--- src/rtl/shift_unit.sv ---
// Parametrised universal shift register with a count-controlled serial sequencer.
// Direct ops shift/rotate q by amt; a start launches an N-bit sdo/sdi exchange.
module shift_unit #(
  parameter int N  = 8,
  parameter int AW = $clog2(N),
  parameter int CW = $clog2(N + 1)
) (
  input  logic          clk,
  input  logic          rst,
  input  logic          en,
  input  logic [2:0]    op,
  input  logic [AW-1:0] amt,
  input  logic [N-1:0]  d,
  input  logic          msb_in,
  input  logic          lsb_in,
  input  logic          start,
  input  logic          dir,
  input  logic          sdi,
  output logic [N-1:0]  q,
  output logic          sdo,
  output logic          busy,
  output logic          done,
  output logic          dbg_state
);

  localparam logic [2:0] OP_HOLD = 3'd0;
  localparam logic [2:0] OP_LOAD = 3'd1;
  localparam logic [2:0] OP_SHR  = 3'd2;
  localparam logic [2:0] OP_SHL  = 3'd3;
  localparam logic [2:0] OP_ROR  = 3'd4;
  localparam logic [2:0] OP_ROL  = 3'd5;
  localparam logic [2:0] OP_ASR  = 3'd6;
  localparam logic [2:0] OP_LSL  = 3'd7;

  typedef enum logic {
    IDLE  = 1'b0,
    SHIFT = 1'b1
  } state_t;

  state_t        state;
  logic [CW-1:0] cnt;
  logic          sdir;

  logic [AW-1:0]  k;
  logic [2*N-1:0] right_src;
  logic [2*N-1:0] left_src;
  logic [2*N-1:0] right_res;
  logic [2*N-1:0] left_res;
  logic [N-1:0]   op_next;

  // Out-of-range amounts (only reachable when N is not a power of 2) act as k=0.
  assign k = (32'(amt) < 32'(N)) ? amt : '0;

  // Right ops shift a {fill, q} pair down and keep the low half; left ops
  // shift a {q, fill} pair up and keep the high half. Rotates use q as fill.
  always_comb begin
    right_src = {q, q};
    left_src  = {q, q};
    case (op)
      OP_SHR:  right_src = {{N{msb_in}}, q};
      OP_ASR:  right_src = {{N{q[N-1]}}, q};
      OP_SHL:  left_src  = {q, {N{lsb_in}}};
      OP_LSL:  left_src  = {q, {N{1'b0}}};
      default: begin
        right_src = {q, q};
        left_src  = {q, q};
      end
    endcase
    right_res = right_src >> k;
    left_res  = left_src << k;
  end

  always_comb begin
    op_next = q;
    case (op)
      OP_HOLD: op_next = q;
      OP_LOAD: op_next = d;
      OP_SHR, OP_ROR, OP_ASR: op_next = right_res[N-1:0];
      OP_SHL, OP_ROL, OP_LSL: op_next = left_res[2*N-1:N];
      default: op_next = q;
    endcase
  end

  assign sdo       = sdir ? q[0] : q[N-1];
  assign dbg_state = state;

  always_ff @(posedge clk or negedge rst) begin
    if (!rst) begin
      state <= IDLE;
      q     <= '0;
      cnt   <= '0;
      sdir  <= 1'b0;
      busy  <= 1'b0;
      done  <= 1'b0;
    end else begin
      done <= 1'b0;
      case (state)
        IDLE: begin
          if (start) begin
            q     <= d;
            cnt   <= CW'(N);
            sdir  <= dir;
            busy  <= 1'b1;
            state <= SHIFT;
          end else if (en) begin
            q <= op_next;
          end
        end
        SHIFT: begin
          q   <= sdir ? {sdi, q[N-1:1]} : {q[N-2:0], sdi};
          cnt <= cnt - 1'b1;
          if (cnt == CW'(1)) begin
            busy  <= 1'b0;
            done  <= 1'b1;
            state <= IDLE;
          end
        end
        default: state <= IDLE;
      endcase
    end
  end

endmodule

--- config.mk ---
export PLATFORM = sky130hd
export DESIGN_NAME = shift_unit
export DESIGN_NICKNAME = d
export VERILOG_FILES = /design/src/rtl/shift_unit.sv
export SDC_FILE = /design/constraint.sdc
export NUM_CORES = 1
export LEC_CHECK = 0
export ABC_AREA = 1
export CAP_MARGIN = 25
export CELL_PAD_IN_SITES_DETAIL_PLACEMENT = 0
export CELL_PAD_IN_SITES_GLOBAL_PLACEMENT = 1
export CORE_ASPECT_RATIO = 1.75
export CORE_MARGIN = 2
export CORE_UTILIZATION = 30
export CTS_CLUSTER_SIZE = 25
export DETAILED_ROUTE_END_ITERATION = 12
export HOLD_SLACK_MARGIN = 0.1
export PLACE_DENSITY = 0.69
export SYNTH_ARGS = -nofsm -noshare
export SYNTH_HDL_FRONTEND = slang
export SYNTH_SLANG_ARGS = --single-unit
--- constraint.sdc ---
create_clock -name clk -period 1.5 [get_ports clk]
set_input_delay 0.45 -clock clk [delete_from_list [all_inputs] [get_ports clk]]
set_output_delay 0.45 -clock clk [all_outputs]
set_load 0.005 [all_outputs]
==> impl_metrics.tcl, run 1 <==
set metrics [dict create \
    outcome "finished, violations left" \
    violations "setup timing" \
    syn-cell-area_sq_um 1760 \
    core-area_sq_um 5630 \
    start_util_pct 31.2 \
    place_inst 464 \
    overflow 0 \
    rsz0062_at_grt "true" \
    use_met3_pct 1.73 \
    clock_sinks 16 \
    ys_seq_elements 16 \
    max-vdd-ir-drop_mv 1.21 \
    grt_pass1_vias 2628 \
    grt.met2_usage_pct 47.1 \
    ys.flop_type "dfrtp_1" \
    setup_viol 7 \
    yosys.area.top_type "dfrtp_1" \
    cp_max_fo 3 \
    timing.slew.headroom_pct 78.5 \
    numCtsBuffers 3 \
    endpoint_kind "output port" \
    vias 2623 \
    die_h_microns 105 \
    fin_worst_skew_ns 0.00250 \
    synth_cells 305 \
    async_reset_ff_share_pct 100 \
    wl_per_cell_microns 16.8 \
    p_total_mw 5.29 \
    leakage_nw 1.55 \
    stdcell_area_sq_um 3290 \
    worstHoldPathType "reg -> reg" \
    synth_area_per_cell_sq_um 5.76 \
    fin_hold_ws_ns 0.489 \
    min_path_cells 1 \
    nets 445 \
    cts_tree "done" \
    io_pins 34 \
    drtPass1Iterations 4 \
    antenna_found_initial 0 \
    min_period_ns 1.54 \
    synthDominantCellAreaShare_pct 22.8 \
    cap_viol_max_count 0 \
    drt_wl_total_microns 8360 \
    path_class "reg -> out" \
    min_from "cnt[3]" \
    synth_edf_count 0 \
    synth_area_leaders "dfrtp_1 (23%), nand2_1 (18%), nand3_1 (12%)" \
    globalRouteTotalUtil_pct 27.0 \
    r2r_start "q[3]" \
    hold_end "done" \
    ant_nets 0 \
    layout_common_cells "buf_4 (71), nand2_1 (63), nand3_1 (24)" \
    grt_pass1_wl_microns 13100 \
    cp_data_arrival_time_ns 1.09 \
    clk_pin_slew_ns 0.07 \
    cts_root_buf "clkbuf_8" \
    yosys_warnings 0 \
    grt_max_degree 25 \
    synthToLayoutAreaGrowth_pct 87.5 \
    top_usage_layer "met2" \
    clk_latency_ns 0.26 \
    setup_tns_ns -0.160 \
    fin_cells 496 \
    drc 0 \
    port_buffers 33 \
    grt_use_met1_pct 29.7 \
    hold_violations 0 \
    synth_fp_nets 329 \
    initialDrtViolationCount 138 \
    maxSlewViolCount 0 \
    worstPathRequired_ns 1.05 \
    die_w_microns 61.8 \
    synth_cell_types 29 \
    rr_endpoint "q[4]" \
    rrSetupSlack_ns -0.04 \
    p_per_area_nw_per_um2 1610 \
    die_area_sq_um 6500 \
    rows 36 \
    r2r_cells 10 \
    yosysSeqAreaShare_pct 22.8 \
    dp.final_hpwl_microns 6060 \
    antenna_cells 0 \
    ctsHoldBuffers 0 \
    fmax_ghz 0.650 \
    start_kind "flip-flop" \
    fin_crit_sh_pct 103 \
    final_common_cell "buf_4" \
    dpl-instance-area_sq_um 2600 \
    worst_slew_pin_slew_ns 0.320 \
    cts-htree-levels 1 \
    setup_ws_ns -0.0393 \
    routabilityCongestion 1.01 \
    viasPerCell 5.29 \
    clockBufferDepth 2 \
    drive_gt1_share_pct 46.7 \
]
==> timing repair <==
action | in CTS | in global routing
setup buffers | 23 | 4
endpoints found under the setup margin | 20 | 13
gates resized for setup | 164 | 48
pin swaps | 35 | 34
gates cloned | 3 | 1
==> layer usage <==
metal	vias to the layer above	wire length (microns)
li1	1268	-
met3	50	329
met1	1194	2890
met2	111	4490
met5	-	0
met4	0	648
==> report_power, final <==
part | internal, mW | leakage, nW | switching (mW)
Clock | 0.234 | 0.0288 | 0.173
Combinational | 1.96 | 1.34 | 2.07
Sequential | 0.672 | 0.182 | 0.184
==> logic make-up after synthesis <==
logic type                 after synthesis  share of synthesized area (%)
DFF                                     16                           22.8
and+or+nand+nor                        159                           38.3
buffers and inverters                   44                           10.7
adders and majority gates                2                           1.43
xor gates and xnor gates                 1                          0.499
AOI/OAI and AO/OA                       83                           26.3
==> worst max-delay path by stage <==
stage           start   end
4_1_cts          q[7]  q[7]
5_1_grt          q[7]  q[3]
3_5_place_dp   amt[0]  q[0]
3_3_place_gp   amt[0]  q[0]
6_report         q[7]   sdo
2_1_floorplan  amt[0]  q[5]
==> sequential cells by signal, summed over array words and instances, names as in the netlist <==
signal	flops
busy	1
done	1
cnt	4
q	8
dbg_state	1
sdir	1
==> Yosys cell counts (all sizes together), types with 3 or more instances <==
master	number
inv	30
o21ai	45
clkbuf	7
buf	6
a31oi	3
a21oi	20
a311oi	5
nor2	29
dfrtp	16
nand2	84
nand3	43
==> layout make-up <==
| type | count | area, sq um |
|---|---|---|
| clock buffer | 4 | 55.1 |
| fill | 559 | 2340 |
| inverter | 31 | 150 |
| multi-input combinational | 246 | 1520 |
| sequential | 16 | 404 |
| tap | 76 | 95.1 |
| timing repair buffer | 123 | 1070 |
==> worst max-delay path, cell delays in order, from the launching register on <==
cell,delay [ns]
dfrtp_1,0.39
buf_6,0.14
inv_8,0.04
o21ai_2,0.14
buf_2,0.13
==> stage by stage <==
step,worst slack (ns),utilization (%)
6_report,-0.0393,58.4
5_1_grt,-0.142,58.4
4_1_cts,-0.0244,55.2
3_5_place_dp,-0.957,46.1
3_3_place_gp,-0.971,46.1
2_1_floorplan,0.00304,-
(Power assumes the default switching activity.)
==> run 2: changes to the inputs <==
--- a/config.mk
+++ b/config.mk
@@ -12,7 +12,6 @@
 export CORE_ASPECT_RATIO = 1.75
 export CORE_MARGIN = 2
 export CORE_UTILIZATION = 30
-export CTS_CLUSTER_SIZE = 25
 export DETAILED_ROUTE_END_ITERATION = 12
 export HOLD_SLACK_MARGIN = 0.1
 export PLACE_DENSITY = 0.69
==> results of run 2 <==
Final layout, timing and power as in run 1 (identical DEF).
==> run 3: changes to the inputs <==
--- a/config.mk
+++ b/config.mk
@@ -14,6 +14,7 @@
 export CORE_UTILIZATION = 30
 export DETAILED_ROUTE_END_ITERATION = 12
 export HOLD_SLACK_MARGIN = 0.1
+export MAX_ROUTING_LAYER = met4
 export PLACE_DENSITY = 0.69
 export SYNTH_ARGS = -nofsm -noshare
 export SYNTH_HDL_FRONTEND = slang
==> run 3 against run 2 <==
Against the previous run: the flow still finishes with violations (setup timing); sequential cell count is the same; register-to-register slack lost 0.02 ns; sequential share of layout area grew 0.18 points; non-clock buffer count shrank 4; core utilization shrank 0.87 points; die area is the same; fmax shrank 1.1%; clock power shrank 4%; worst setup slack lost 0.017 ns; final area shrank 1.5%; first-iteration DRC count shrank 17%; largest power group unchanged.
==> impl_metrics.tcl, run 3 (same netlist as run 1, synthesis figures left out) <==
set metrics [dict create \
    min_period_ns 1.56 \
    cts_tree "done" \
    use_met3_pct 2.60 \
    worstHoldPathType "reg -> reg" \
    core-area_sq_um 5630 \
    drc 0 \
    drtPass1Iterations 4 \
    clockBufferDepth 2 \
    timing.slew.headroom_pct 75.1 \
    place_inst 465 \
    worst_slew_pin_slew_ns 0.373 \
    clk_latency_ns 0.25 \
    path_class "reg -> reg" \
    rsz0062_at_grt "true" \
    initialDrtViolationCount 114 \
    cap_viol_max_count 0 \
    largest_reg_flops 8 \
    clk_pin_slew_ns 0.06 \
    antenna_cells 0 \
    fmax_ghz 0.642 \
    fin_cells 492 \
    grt.met2_usage_pct 46.8 \
    fin_worst_skew_ns 0.00127 \
    endpoint_kind "flip-flop" \
    rows 36 \
    viasPerCell 5.33 \
    max-vdd-ir-drop_mv 1.14 \
    setup_ws_ns -0.0568 \
    numCtsBuffers 3 \
    globalRouteTotalUtil_pct 27.7 \
    die_area_sq_um 6500 \
    layout_common_cells "buf_4 (66), nand2_1 (59), nand3_1 (28)" \
    port_buffers 33 \
    antenna_found_initial 0 \
    drt_wl_total_microns 8290 \
    dp.final_hpwl_microns 6060 \
    start_kind "flip-flop" \
    hold_violations 0 \
    slowest_stage "dfrtp_1" \
    grt_max_degree 17 \
    vias 2620 \
    path_cells "buf_6 > inv_4 > nand2_4 > buf_6 > nand2_2 > nand2_2 > o21ai_2 > nand2_1 > nand3_1 > nand2_1 > nand2_1 > nand2_1 > nand2_1 > a21oi_2" \
    setup_viol 7 \
    reg_top3 "q (8), cnt (4)" \
    p_per_area_nw_per_um2 1630 \
    io_pins 34 \
    worstPathRequired_ns 1.65 \
    maxSlewViolCount 0 \
    cp_common_cell "nand2_1" \
    drive_gt1_share_pct 46.4 \
    routabilityCongestion 0.974 \
    setup_tns_ns -0.158 \
    cts_root_buf "clkbuf_8" \
    die_w_microns 61.8 \
    overflow 0 \
    outcome "finished, violations left" \
    n_fill_cell 549 \
    final_common_cell "buf_4" \
    synthToLayoutAreaGrowth_pct 84.7 \
    leakage_nw 1.55 \
    cp_max_fo 3 \
    cts-htree-levels 1 \
    grt_pass1_vias 2598 \
    fin_crit_sh_pct 104 \
    nets 441 \
    ant_nets 0 \
    die_h_microns 105 \
    violations "setup timing" \
    wl_per_cell_microns 16.9 \
    regMostFlops "q" \
    grt_pass1_wl_microns 13100 \
    start_util_pct 31.2 \
    worst_path_largest_cell_delay_ns 0.40 \
    top_usage_layer "met2" \
    grt_use_met1_pct 28.9 \
    cp_data_arrival_time_ns 1.70 \
    clock_sinks 16 \
]
==> run 3: changes by cell type in the layout (fill, tap and decap cells not counted), sizes merged <==
cell and delta:
buf -2, bufbuf +1, clkbuf -2, clkinv +1, clkinvlp -1, dlygate4sd2 -1
==> run 3: worst max-delay path: cells and delay by family, from the launching register on <==
kind | cells | cell delay, ns
buffers and inverters | 3 | 0.33
flip-flops | 1 | 0.40
AO/OA/AOI/OAI | 2 | 0.13
AND/OR/NAND/NOR | 9 | 0.60
==> run 3: path summary, 6_finish.rpt <==
path | from | endpoint | slack, ns | depth (start not counted)
setup / recovery | q[3] | q[3] | -0.06 | 14
hold / removal | cnt[3] | done | 0.47 | 1
setup reg to reg | q[3] | q[3] | -0.06 | 14
hold reg to reg | cnt[3] | done | 0.47 | 1
min in group asynchronous | rst | cnt[3] | 0.52 | 2
max in group asynchronous | rst | q[1] | 0.77 | 2
==> run 3: timing repair <==
action                                  CTS  global route
pin swaps                                35            26
resized for setup                       150            57
cloned                                    4             0
hold buffers                              0             0
setup buffers                            16             6
endpoints found under the setup margin   20            14
==> run 3: routing by layer <==
layer / vias to the layer above / share of wire (%)
met5: - / 0
met4: 0 / 8.3
met3: 48 / 2.7
met2: 87 / 54
met1: 1224 / 35
li1: 1261 / -
==> run 3: metrics by stage <==
step | hold slack, ns | util, % | total power, mW | cell area [sq um] | setup slack (ns)
floorplan | 0.154 | - | 2.32 | 1760 | 0.00304
global placement | 0.467 | 46.3 | 3.92 | 2610 | -0.953
detailed placement | 0.463 | 46.3 | 3.91 | 2610 | -0.958
CTS | 0.473 | 54.4 | 4.87 | 3060 | -0.0582
global route | 0.490 | 57.6 | 5.68 | 3240 | -0.129
finish | 0.472 | 57.6 | 5.28 | 3240 | -0.0568
==> run 3: where the power goes <==
part	leakage (nW)	switching, mW	internal (mW)	total, mW
clock	0.0288	0.156	0.233	0.389
combinational	1.34	2.03	1.99	4.02
sequential	0.182	0.201	0.672	0.873
total	1.55	2.38	2.89	5.28
==> run 3: layout make-up <==
cell class | count | area (sq um) | share of cell area, %
well taps | 76 | 95.1 | 2.93
inverters | 31 | 129 | 3.98
flip-flops and latches | 16 | 404 | 12.5
repair buffers | 119 | 1070 | 32.9
clock buffers | 4 | 55.1 | 1.70
multi-input cells | 246 | 1490 | 46.0
==> RTL change 1: new RTL, config.mk and constraints of run 3 <==
Register the input `sdi` before use, with the module's reset. The logic sees it one clock later. The other inputs are not delayed to match.
--- a/src/rtl/shift_unit.sv
+++ b/src/rtl/shift_unit.sv
@@ -37,4 +37,14 @@
     SHIFT = 1'b1
   } state_t;
+
+  logic sdi_q;
+
+  always_ff @(posedge clk or negedge rst) begin
+    if (!rst) begin
+      sdi_q <= '0;
+    end else begin
+      sdi_q <= sdi;
+    end
+  end
 
   state_t        state;
@@ -108,5 +118,5 @@
         end
         SHIFT: begin
-          q   <= sdir ? {sdi, q[N-1:1]} : {q[N-2:0], sdi};
+          q   <= sdir ? {sdi_q, q[N-1:1]} : {q[N-2:0], sdi_q};
           cnt <= cnt - 1'b1;
           if (cnt == CW'(1)) begin
Check against the original RTL: not equivalent (Yosys sat finds a counterexample within 4 cycles, from zero or initial values and one cycle with rst low).
==> RTL change 1 against run 3 <==
The flow still finishes with violations (negative setup slack). Setup slack worse by 0.10 ns. Final area grew 0.42%. Cell count is 1.6% higher. Non-clock buffer count down 1. Wire length decreased by 3.5%. Sequential cell count up 1. Largest cell class unchanged. Total power shrank 0.69%. Fmax decreased by 6.2%. Synthesized area rose by 4.8%. Die area up 4.5%.
==> RTL change 1: results (changes against run 3) <==
metric	value	unit	change
failing checks	negative setup slack		
DR WL/cell	16.0	um	-5.0%
sequential area share after synthesis	23.1	%	+0.32 points
slowest stage delay, CP	0.41	ns	
postcts setup bufs	15		-1
ys async rst share	100	%	unchanged
Setup Skew	0.00351	ns	+0.00224 ns
CTS Buf Count	3		unchanged
initial antenna violation count	0		unchanged
diode count	0		unchanged
Fin Hold WS	0.493	ns	+0.0217 ns
status	finished, violations left		
layout cells sized above 1	42.2	%	-4.2 points
min-delay worst type	reg2reg		
Resize count post-CTS	122		-19%
Final #Nets	447		+1.4%
Final setup viols	9		+2
ys flop type	dfrtp_1		
P_leak	1.56	nW	+0.63%
Pre-Repair DR Iteration Count	4		unchanged
largest net degree at the start of global routing	18		+1
clock root buffer master	clkbuf_8		
top flop regs	q: 8 flops, cnt: 4 flops		
Yosys Warn Count	0		unchanged
initial detailed-routing violation count	85		-25%
Crit-path slowest cell	dfrtp_2		
crit path max fanout	3		unchanged
Vias/cell	5.21		-2.1%
peak supply drop	0.00106	V	-7.0%
PortBufs	33		unchanged
Final WS setup	-0.160	ns	-0.103 ns
post-synth cell types	31		+6.9%
DPL Wire Length	6110	um	+0.79%
pre-CTS setup slack	-1.07	ns	-0.115 ns
placed inst area	2690	sq um	+3.3%
Synth top area share	23.1	%	+0.32 points
vias in the first global route	2583		-0.58%
htree depth	1		unchanged
Commonest cells post-synth	86 x nand2_1, 39 x nand3_1, 33 x o21ai_0, 31 x nor2_1, 30 x inv_1		
all-layer global routing usage	24.4	%	-3.2 points
Clock Path Buffers	2		unchanged
Clock transition at path regs	0.07	ns	
Top delay family on crit path	simple AND/OR/NAND/NOR gates		
first-pass GRT wire length	12500	um	-4.9%
synth top area cells	dfrtp_1 23%, nand2_1 18%, nand3_1 11%		
GPL Wtd Cong	0.948		-2.7%
pin slew with the least headroom to its limit	0.381	ns	+0.00848 ns
post-synth net total	337		+2.4%
clk_lat worst skew	0.26	ns	
## RTL change 1: power by group
part	leakage, nW	internal, mW	switching, mW	total, mW
clock	0.0255	0.185	0.170	0.355
combinational	1.35	2.01	1.98	3.99
sequential	0.191	0.708	0.191	0.899
total	1.56	2.90	2.34	5.24
## RTL change 1: cells by family (layout without fill, tap and decap cells)
family	Yosys count	count (layout)	synth area share (%)
fa+ha+maj	2	2	1.36
flops	17	17	23.1
simple gates	162	162	36.7
buf+inv	49	158	11.3
compound gates	81	81	26.5
mux	1	1	0.544
xor+xnor	1	1	0.476
## RTL change 1: metrics by stage
stage,cells,TNS [ns]
2_1_floorplan,313,0
3_3_place_gp,475,-7.57
3_5_place_dp,475,-7.85
4_1_cts,495,-0.559
5_1_grt,500,-1.53
6_report,500,-0.862
## RTL change 1: path summary, 6_finish.rpt
path | cells after the start | startpoint | end
setup / recovery | 13 | q[7] | q[7]
hold / removal | 2 | busy | busy
setup reg to reg | 13 | q[7] | q[7]
hold reg to reg | 2 | busy | busy
max in group asynchronous | 2 | rst | q[3]
min in group asynchronous | 2 | rst | q[1]
## RTL change 1: worst min-delay path: stages (launching register included)
cell and delay [ns]:
dfrtp_1 0.35, o21bai_1 0.07, inv_1 0.04
## RTL change 1: area by class of cell
cell class | instances | area, sq um
repair buffers | 118 | 1040
well taps | 78 | 97.6
fillers | 656 | 2670
multi-input cells | 247 | 1490
flip-flops and latches | 17 | 433
clock inverters | 1 | 5.00
inverters | 36 | 144
clock buffers | 3 | 41.3
## RTL change 1: metal layers
layer,vias to the layer above,GRT usage (%),routed length (um)
li1,1273,-,-
met1,1223,23.9,2980
met2,73,47.0,4240
met3,37,1.67,246
met4,0,13.4,541
met5,-,-,0
==> RTL change 2: new RTL, settings of run 3 <==
Without the edit above. `N`: 8 -> 4.
--- a/src/rtl/shift_unit.sv
+++ b/src/rtl/shift_unit.sv
@@ -2,5 +2,5 @@
 // Direct ops shift/rotate q by amt; a start launches an N-bit sdo/sdi exchange.
 module shift_unit #(
-  parameter int N  = 8,
+  parameter int N  = 4,
   parameter int AW = $clog2(N),
   parameter int CW = $clog2(N + 1)
Ports: changed (resized amt, d and q); port bits go from 34 to 25. No check against the original RTL was run, so the function may have changed too.
==> RTL change 2 against run 3 <==
Global-route usage fell by 8.3 points. Sequential power down 37%. Non-clock buffer count fell by 77. Total power decreased by 54%. Wire length fell by 64%. Synthesized cell count decreased by 50%. First-iteration DRC count shrank 86%. Combinational power decreased by 60%. Critical path depth down 12. Worst hold slack improved by 0.040 ns. Sequential cell count down 5. Setup slack better by 0.10 ns. Final area shrank 54%. Synthesized area down 44%. Highest routed layer unchanged.
==> RTL change 2: results (changes against run 3) <==
metric	value	unit	change
DR WL/cell	12.4	um	-26%
CTS Buf Count	3		unchanged
ys async rst share	100	%	unchanged
post-synth cell types	24		-17%
diode count	0		unchanged
synth top area cells	dfrtp_1 28%, nand2_1 20%, inv_1 6.5%		
top flop regs	q: 4 flops, cnt: 3 flops		
antenna-violating nets left	0		unchanged
pre-CTS setup slack	-0.459	ns	+0.499 ns
Slew HR	78.8	%	+3.6 points
Final #Nets	216		-51%
layout cells sized above 1	30.6	%	-16 points
Setup Skew	0.00253	ns	+0.00126 ns
Pre-Repair DR Iteration Count	4		unchanged
Worst EP arrival	1.00	ns	-0.70 ns
P_leak	0.745	nW	-52%
first-pass GRT wire length	5090	um	-61%
Post-synth EDFFs	0		unchanged
PortBufs	24		-27%
initial detailed-routing violation count	16		-86%
clk_lat worst skew	0.23	ns	-0.02 ns
all-layer global routing usage	19.4	%	-8.3 points
crit path max fanout	2		-1
min-delay worst type	in2async		
Clock transition at path regs	0.05	ns	
initial antenna violation count	0		unchanged
status	complete, no violations		
sequential area share after synthesis	28.2	%	+5.4 points
GPL Wtd Cong	0.985		+1.1%
Yosys Warn Count	0		unchanged
post-synth net total	172		-48%
clock root buffer master	clkbuf_8		
Vias/cell	4.59		-14%
htree depth	1		unchanged
DPL Wire Length	2500	um	-59%
Clock Path Buffers	2		unchanged
Commonest cells post-synth	51 x nand2_1, 17 x inv_1, 13 x nor2_1, 12 x a21oi_1, 11 x dfrtp_1		
vias in the first global route	1144		-56%
peak supply drop	0.000815	V	-28%
largest net degree at the start of global routing	12		-5
RTL change 2: cell types whose count changed after synthesis, sizes merged, moves of 3 or more:
cell,before,now
nand3,43,7
o21ai,45,15
nand2,84,57
nor2,29,15
inv,30,21
clkbuf,7,0
a311oi,5,0
dfrtp,16,11
a21oi,20,17
a31oi,3,0
buf,6,3
RTL change 2: cell type report:
class                   count  area (sq um)
fillers                   343          1650
multi-input cells         118           657
repair buffers             42           377
flip-flops and latches     11           275
inverters                  21          87.6
well taps                  43          53.8
clock buffers               4          45.0
RTL change 2: logic make-up after synthesis:
logic type / count (synthesis) / share of synthesized area, %
flops: 11 / 28.2
compound gates: 33 / 20.2
fa+ha+maj: 2 / 2.57
buf+inv: 24 / 11.4
simple gates: 83 / 37.6
RTL change 2: repair_timing:
action,in CTS,in global routing
gates resized for setup,26,21
setup buffers,5,2
setup endpoints to repair,12,5
cloned,0,0
pin swaps,1,7
RTL change 2: worst max-delay path: stages (launching register included):
cell,delay [ns]
dfrtp_1,0.39
buf_6,0.13
dlygate4sd2_1,0.25
RTL change 2: final timing paths:
check	startpoint	endpoint	slack (ns)	cells past startpoint
max reg2reg	q[3]	q[3]	0.14	10
min	rst	dbg_state	0.51	2
max in group asynchronous	rst	q[0]	0.84	2
min in group clk	cnt[2]	cnt[2]	0.51	1
min reg2reg	cnt[2]	cnt[2]	0.51	1
max	q[3]	q[3]	0.05	2
RTL change 2: where the power goes:
group | leakage [nW] | internal [mW] | switching [mW] | total (mW)
Clock | 0.0228 | 0.186 | 0.101 | 0.287
Combinational | 0.593 | 0.749 | 0.868 | 1.62
Sequential | 0.129 | 0.455 | 0.0940 | 0.549
RTL change 2: routing by layer:
layer | vias to the layer above | GRT usage [%] | wire [um]
met4 | 0 | 6.11 | 87
met2 | 32 | 36.7 | 1770
met1 | 487 | 19.2 | 1030
met5 | - | - | 0
li1 | 568 | - | -
met3 | 9 | 1.81 | 84
RTL change 2: stage by stage:
step | cells | power [mW] | area [sq um] | TNS (ns)
floorplan | 153 | 1.38 | 975 | 0
global placement | 229 | 2.05 | 1330 | -1.81
detailed placement | 229 | 2.06 | 1330 | -1.85
CTS | 238 | 2.40 | 1430 | 0
global route | 239 | 2.73 | 1500 | -0.0714
finish | 239 | 2.45 | 1500 | 0
